## config.mk

```make
export PLATFORM = sky130hd
export DESIGN_NAME = fir_decimator
export DESIGN_NICKNAME = d
export VERILOG_FILES = /design/src/rtl/fir_decimator.sv
export SDC_FILE = /design/constraint.sdc
export NUM_CORES = 1
export LEC_CHECK = 0
export ABC_AREA = 1
export BUFFER_PORTS_ARGS = -buffer_cell sky130_fd_sc_hd__clkbuf_2
export CORE_AREA = 2 2 90 92
export DETAILED_ROUTE_END_ITERATION = 10
export DIE_AREA = 0 0 92 94
export GPL_TIMING_DRIVEN = 1
export PLACE_DENSITY_LB_ADDON = 0.25
export SLEW_MARGIN = 20
export SYNTH_ARGS = -nofsm -noshare
export SYNTH_HDL_FRONTEND = slang
export SYNTH_SLANG_ARGS = --single-unit
```

## constraint.sdc

```tcl
create_clock -name clk -period 3 [get_ports clk]
set_clock_uncertainty 0.05 [all_clocks]
set_input_delay 0.45 -clock clk [delete_from_list [all_inputs] [get_ports clk]]
set_output_delay 0.45 -clock clk [all_outputs]
set_load 0.02 [all_outputs]
```

## src/rtl/fir_decimator.sv

```systemverilog
// Integrate-and-dump decimator feeding a first-word-fall-through output FIFO with a sticky overflow flag.
// Optional macro FIR_DECIM_ROUND_EN selects round-half-up instead of truncation of the averaged sum.
module fir_decimator #(
   parameter int DATA_WIDTH = 10,
   parameter int DECIM      = 4,
   parameter int FIFO_DEPTH = 4
) (
   input  logic                                 clk,
   input  logic                                 rst,
   input  logic signed [DATA_WIDTH-1:0]         in_data,
   input  logic                                 in_valid,
   output logic signed [DATA_WIDTH-1:0]         out_data,
   output logic                                 out_valid,
   input  logic                                 out_ready,
   output logic [$clog2(FIFO_DEPTH):0]          fifo_level,
   output logic                                 overflow,
   input  logic                                 clr_ovf
);
   localparam int L  = $clog2(DECIM);
   localparam int AW = DATA_WIDTH + L;
   localparam int PW = $clog2(FIFO_DEPTH);
   localparam int LW = PW + 1;

   logic [L-1:0]                  phase;
   logic signed [AW-1:0]          acc;
   logic signed [AW-1:0]          base;
   logic signed [AW-1:0]          sum;
   logic signed [AW-1:0]          rsum;
   logic signed [DATA_WIDTH-1:0]  res;
   logic                          res_vld;

   assign base = (phase == '0) ? '0 : acc;
   assign sum  = base + AW'(in_data);

`ifdef FIR_DECIM_ROUND_EN
   localparam logic signed [AW-1:0] HALF = AW'(1) << (L - 1);
   assign rsum = sum + HALF;
`else
   assign rsum = sum;
`endif

   always_ff @(posedge clk) begin
      if (rst) begin
         phase   <= '0;
         acc     <= '0;
         res     <= '0;
         res_vld <= 1'b0;
      end else begin
         res_vld <= 1'b0;
         if (in_valid) begin
            if (&phase) begin
               // Sum of DECIM samples divided by DECIM always fits the sample width.
               res     <= DATA_WIDTH'(rsum >>> L);
               res_vld <= 1'b1;
               phase   <= '0;
            end else begin
               acc   <= sum;
               phase <= phase + L'(1);
            end
         end
      end
   end

   logic [DATA_WIDTH-1:0] mem [FIFO_DEPTH];
   logic [PW-1:0]         wr_ptr;
   logic [PW-1:0]         rd_ptr;
   logic [LW-1:0]         level;
   logic                  full;
   logic                  empty;
   logic                  push;
   logic                  pop;
   logic                  drop;

   assign full  = (level == LW'(FIFO_DEPTH));
   assign empty = (level == '0);
   assign pop   = !empty && out_ready;
   // A full FIFO still accepts a push when the head leaves in the same cycle.
   assign push  = res_vld && (!full || pop);
   assign drop  = res_vld && full && !pop;

   always_ff @(posedge clk) begin
      if (push) mem[wr_ptr] <= res;
   end

   always_ff @(posedge clk) begin
      if (rst) begin
         wr_ptr   <= '0;
         rd_ptr   <= '0;
         level    <= '0;
         overflow <= 1'b0;
      end else begin
         if (push) wr_ptr <= wr_ptr + PW'(1);
         if (pop)  rd_ptr <= rd_ptr + PW'(1);
         if (push && !pop)      level <= level + LW'(1);
         else if (pop && !push) level <= level - LW'(1);
         if (drop)         overflow <= 1'b1;
         else if (clr_ovf) overflow <= 1'b0;
      end
   end

   assign out_valid  = !empty;
   assign out_data   = empty ? '0 : mem[rd_ptr];
   assign fifo_level = level;
endmodule

```

**Word level (Yosys, flattened, before mapping)**

Memories as Yosys holds them, arrays and structs flattened. A register that Yosys moved wholly into a read port is not among the register bits.
Index checks and enable logic that the tools add are counted.

- Memory bits (read-only): 0
- Output and inout bits: 15
- Memories kept: 1
- Bits in registers: 33
- Bits in latches: 0
- RAM bits: 40
- Input bits: 15

- Div/mod/pow operators: 0
- Add/sub/neg operators: 6
- Reductions and logical operators: 19
- Equal/unequal tests: 1
- $lt $le $gt $ge: 0
- Muxes and demuxes: 12
- Bitwise gates (word level): 2
- $mul: 0
- Shift-type cells: 0

Memory list:

| name | depth | bits a word | rd ports | clocked after Yosys merged registers in | wr ports | RTL line | source |
|---|---|---|---|---|---|---|---|
| mem | 4 | 10 | 1 | 1 | 1 | 64 | `logic [DATA_WIDTH-1:0] mem [FIFO_DEPTH];` |

Operator list:

| kind | count |
|---|---|
| 12-bit by 10-bit adder with 12-bit output | 1 |
| 12-bit two-way mux | 1 |
| 10-bit two-way mux | 1 |
| 2-bit by 1-bit adder with 2-bit output (second input constant) | 3 |
| 1-bit logical AND | 6 |
| 2-bit two-way mux | 3 |
| 3-bit two-way mux | 2 |
| 1-bit two-way mux | 5 |
| 1-bit zero test | 4 |
| 2-bit AND reduction | 2 |
| 2-bit nonzero test | 2 |
| 3-bit by 1-bit adder with 3-bit output (second input constant) | 1 |
| 3-bit == test (second input constant) | 1 |
| 3-bit zero test | 1 |
| 3-bit AND reduction | 1 |
| 3-bit by 1-bit subtractor with 3-bit output (second input constant) | 1 |
| 2-bit zero test | 1 |
| 1-bit NOT | 2 |
| 2-bit OR reduction | 1 |
| 1-bit logical OR | 1 |

**Depth between registers and ports, before layout**

- Word-level depth: 9
- Depth in mapped cells: 15

**Worst setup path after synthesis**

No wires, ideal clock.

- Kind: reg-to-reg
- Start: register phase[1]
- End: register acc[8]
- Stages on the path, launching flop included: 13
- Slack: 0.864 ns
- Arrival time: 1.977 ns
- Library setup time: 0.109 ns
- Cell sequence: dfxtp_1 > inv_1 > ha_1 > clkbuf_1 > nor2_1 > fa_1 > nand2_1 > nand3_1 > nand3_1 > a21o_1 > nand3_1 > nand2_1 > inv_1

- Word-level cells in the longest chain between the ends: 3
- Elaborated cells on any way between the ends: 6
- Those cells by class: 1 x add/sub; 1 x mux; 1 x bitwise; 3 x reduce/logical

RTL lines:

| item | RTL line | source |
|---|---|---|
| from (decl) | 24 | `logic [L-1:0] phase;` |
| from (signal assigned) | 58 | `phase <= phase + L'(1);` |
| 2-bit zero test / 2-bit AND reduction (equally long branches) | 32, 51 |  |
| 12-bit two-way mux / 1-bit NOT (equally long branches) | n/a |  |
| 12-bit by 10-bit adder with 12-bit output / 2-bit AND reduction (equally long branches) | n/a |  |
| to (signal assigned) | 57 | `acc <= sum;` |
| to (decl) | 25 | `logic signed [AW-1:0] acc;` |

Several ways; a longest one is shown, not always the timed one.
A chain may end at the register's enable or synchronous reset.

==> impl_metrics.py <==
metrics = {
    "sta": {
        "tns_ns": 0,
        "max_slew.worst_pin.slew_ns": 0.596,
        "slew_headroom_pct": 60.2,
        "setup_ws_ns": 0.360,
        "finalMaxSlewViolations": 0,
        "hold_viol": 0,
        "rsz0062_at_grt": "no",
        "max_freq_ghz": 0.379,
        "fin_crit_sh_pct": 88.0,
        "period_minus_slack_ns": 2.64,
        "setup_viol": 0,
    },
    "critical_path": {
        "cpPeakStageDelay_ns": 0.62,
        "r2r-end": "res[4]",
        "cp-end-kind": "output port",
        "critPathKind": "flip-flop to output port",
        "critPathBufInv": 2,
        "start_kind": "flip-flop",
        "reg2reg_slack_ns": 0.52,
        "worstPathMaxFanout": 11,
        "rr_startpoint": "phase[1]",
        "required_ns": 2.50,
        "crit_end": "out_data[6]",
        "crit_family": "buffers and inverters",
        "r2r_cells": 12,
        "path_cells": "clkinv_1 > nor2_1 > o21ai_0 > a21oi_1 > clkbuf_2",
        "critPathSlowestCell": "dfxtp_1",
        "cp.depth": 5,
        "worstPathArrival_ns": 2.14,
    },
    "floorplan": {
        "die_w_um": 92,
        "start_util_pct": 49.0,
        "std_cell_rows": 32,
        "die_y_um": 94,
        "coreArea_um2": 7610,
        "pin_count": 30,
        "die-area_um2": 8650,
    },
    "yosys": {
        "ys_seq_area_share_pct": 51.1,
        "yosys.area.top_type_share_pct": 32.2,
        "ys_ff_latch": 75,
        "syn_inst": 443,
        "ys_async_sr_fraction_pct": 0,
        "yosysTopAreaCell": "edfxtp_1",
        "avgSynthCellArea_um2": 8.41,
        "synth.distinct_cells": 27,
        "netlist_top_cells_count": "70 x inv_1, 69 x nor2_1, 67 x nand2_1",
        "synth_edf_count": 40,
        "synth_ff_type": "edfxtp_1",
        "synth_most_common_cell": "inv_1",
        "synthTopCellsByArea": "edfxtp_1 32%, dfxtp_1 19%, inv_1 7.1%, nor2_1 7.0%, nand2_1 6.8%",
        "syn_area_um2": 3720,
        "synth_fp_nets": 478,
        "yosysWarnings": 0,
    },
    "clocking": {
        "postCtsSetupBuffers": 0,
        "cts_tree": "done",
        "hold_buffers": 0,
        "cts_resized": 0,
        "cts_buffers": 9,
        "cts_root_buf": "clkbuf_8",
        "htree_num_levels": 3,
        "clock_sink_count": 75,
        "path_clk_slew_ns": 0.08,
        "cts.path.max_buffers": 2,
        "worstSkewPairLatency_ns": 0.33,
    },
    "layout": {
        "finalNonFillerCells": 584,
        "syn_to_final_growth_pct": 12.6,
        "final_nets": 512,
        "fillers": 731,
        "register_area_um2": 1900,
        "final_cell_area_um2": 4200,
        "antennaDiodeCount": 0,
        "multiInputGateArea_um2": 1480,
        "drive_gt1_share_pct": 11.6,
        "utilization_pct": 55.1,
    },
    "place": {
        "dpl_cell_area_um2": 3980,
        "pre_cts_ws_ns": 0.543,
        "place_hpwl_mm": 5.18,
        "io_buffers": 29,
        "dp.cells": 568,
        "gp_routability_congestion": 0.850,
    },
    "route": {
        "wl_met1_mm": 3.49,
        "dr.pass1.iters": 4,
        "drc": 0,
        "drtIter0Drc": 153,
        "drtAntennaViolNets": 0,
        "vias_per_cell": 4.92,
        "routed-wl-met2_mm": 3.53,
        "wl_per_cell_um": 12.5,
        "dr_total_vias": 2873,
        "met3_length_um": 250,
        "top_layer": "met4",
        "wl_mm": 7.33,
    },
    "global_route": {
        "globalRouteTotalUtil_pct": 18.3,
        "grt_pass1_vias": 2634,
        "grt_pass1_wl_mm": 12.4,
        "grt-ovfl-total": 0,
        "grt_max_degree": 23,
        "antenna_found_initial": 0,
    },
    "power": {
        "leakage_nw": 1.91,
        "vdd_drop_max_mv": 0.241,
        "cellPowerDensity_nw_per_um2": 637,
    },
    "status": {
        "status": "finished, final reports clean",
    },
    "run": {
        "maxCapViolCount": 0,
    },
    "hold_path": {
        "hp-class": "primary input to flip-flop",
    },
}
==> through the flow <==
step,hold WS (ns),power (W)
after floorplan,0.380,0.00167
after global placement,0.401,0.00185
after detailed placement,0.410,0.00186
after CTS,0.278,0.00270
after global routing,0.293,0.00283
final,0.296,0.00267
==> cell usage in the layout, fill, tap and decap left out <==
master / count
bufinv_16: 2
clkinv_2: 1
nor2_4: 2
fa_1: 2
a21o_1: 3
a21oi_1: 38
inv_1: 70
o21ai_0: 36
o21ai_1: 1
xor2_1: 1
clkbuf_8: 9
clkbuf_1: 1
o21a_1: 7
nand3_1: 26
edfxtp_1: 40
or2_1: 1
ha_1: 18
nor2_2: 1
nor2_1: 69
clkinv_1: 1
nand3_2: 1
clkbuf_2: 29
dfxtp_1: 35
clkinv_4: 2
inv_2: 2
buf_4: 6
clkinvlp_4: 1
o21bai_1: 3
nand2_1: 67
nand4_1: 4
xnor2_1: 3
==> worst register-to-register path: stages (launching register included) <==
cell and delay (ns):
dfxtp_1 0.32, inv_1 0.13, ha_1 0.47, nor2_1 0.11
ha_1 0.25, fa_1 0.44, nand2_1 0.09, nand3_1 0.11
nand3_1 0.11, a21o_1 0.14, nand3_1 0.07, nand2_1 0.08
inv_1 0.03
==> cells by family (layout without fill, tap and decap cells) <==
group | Yosys count | count (layout) | synth area share [%]
XOR/XNOR | 4 | 4 | 0.941
buffers and inverters | 85 | 124 | 9.10
AND/OR/NAND/NOR | 171 | 171 | 19.1
flip-flops | 75 | 75 | 51.1
adder cells (fa/ha/maj) | 20 | 20 | 7.12
AO/OA/AOI/OAI | 88 | 88 | 12.7
==> flip-flops by register name, indices dropped and copies added, names as in the netlist, named ones only <==
| register | cells |
|---|---|
| res | 10 |
| res_vld | 1 |
| overflow | 1 |
| fifo_level | 3 |
| mem | 40 |
| acc | 12 |
| wr_ptr | 2 |
| phase | 2 |
| rd_ptr | 2 |
==> worst min-delay path by stage <==
stage	startpoint	to	slack, ns	cells past startpoint
final	in_valid	res_vld	0.30	3
after global routing	in_valid	res_vld	0.29	3
after CTS	in_valid	res_vld	0.28	3
after detailed placement	acc[0]	acc[0]	0.41	2
after global placement	overflow	overflow	0.40	2
after floorplan	acc[0]	acc[0]	0.38	2
==> layout make-up <==
type / instances / area share (%)
multi-input combinational: 283 / 35.4
timing repair buffer: 35 / 4.53
inverter: 73 / 6.53
tap: 102 / 3.04
sequential: 75 / 45.3
clock buffer: 10 / 3.04
clock inverter: 6 / 2.15
==> metal layers <==
layer  track usage [%]  up-vias
met5                 0        -
met4              5.72        0
met3              3.13        5
met2              30.8       50
met1              24.2     1310
li1                  -     1508
==> power by group <==
group	switching, W	leakage (nW)	internal, W
clock network	0.000361	0.106	0.000470
registers	0.0000428	0.634	0.00112
logic	0.000454	1.17	0.000219
total	0.000857	1.91	0.00181
Note: power is estimated with default switching activity, not from simulation.
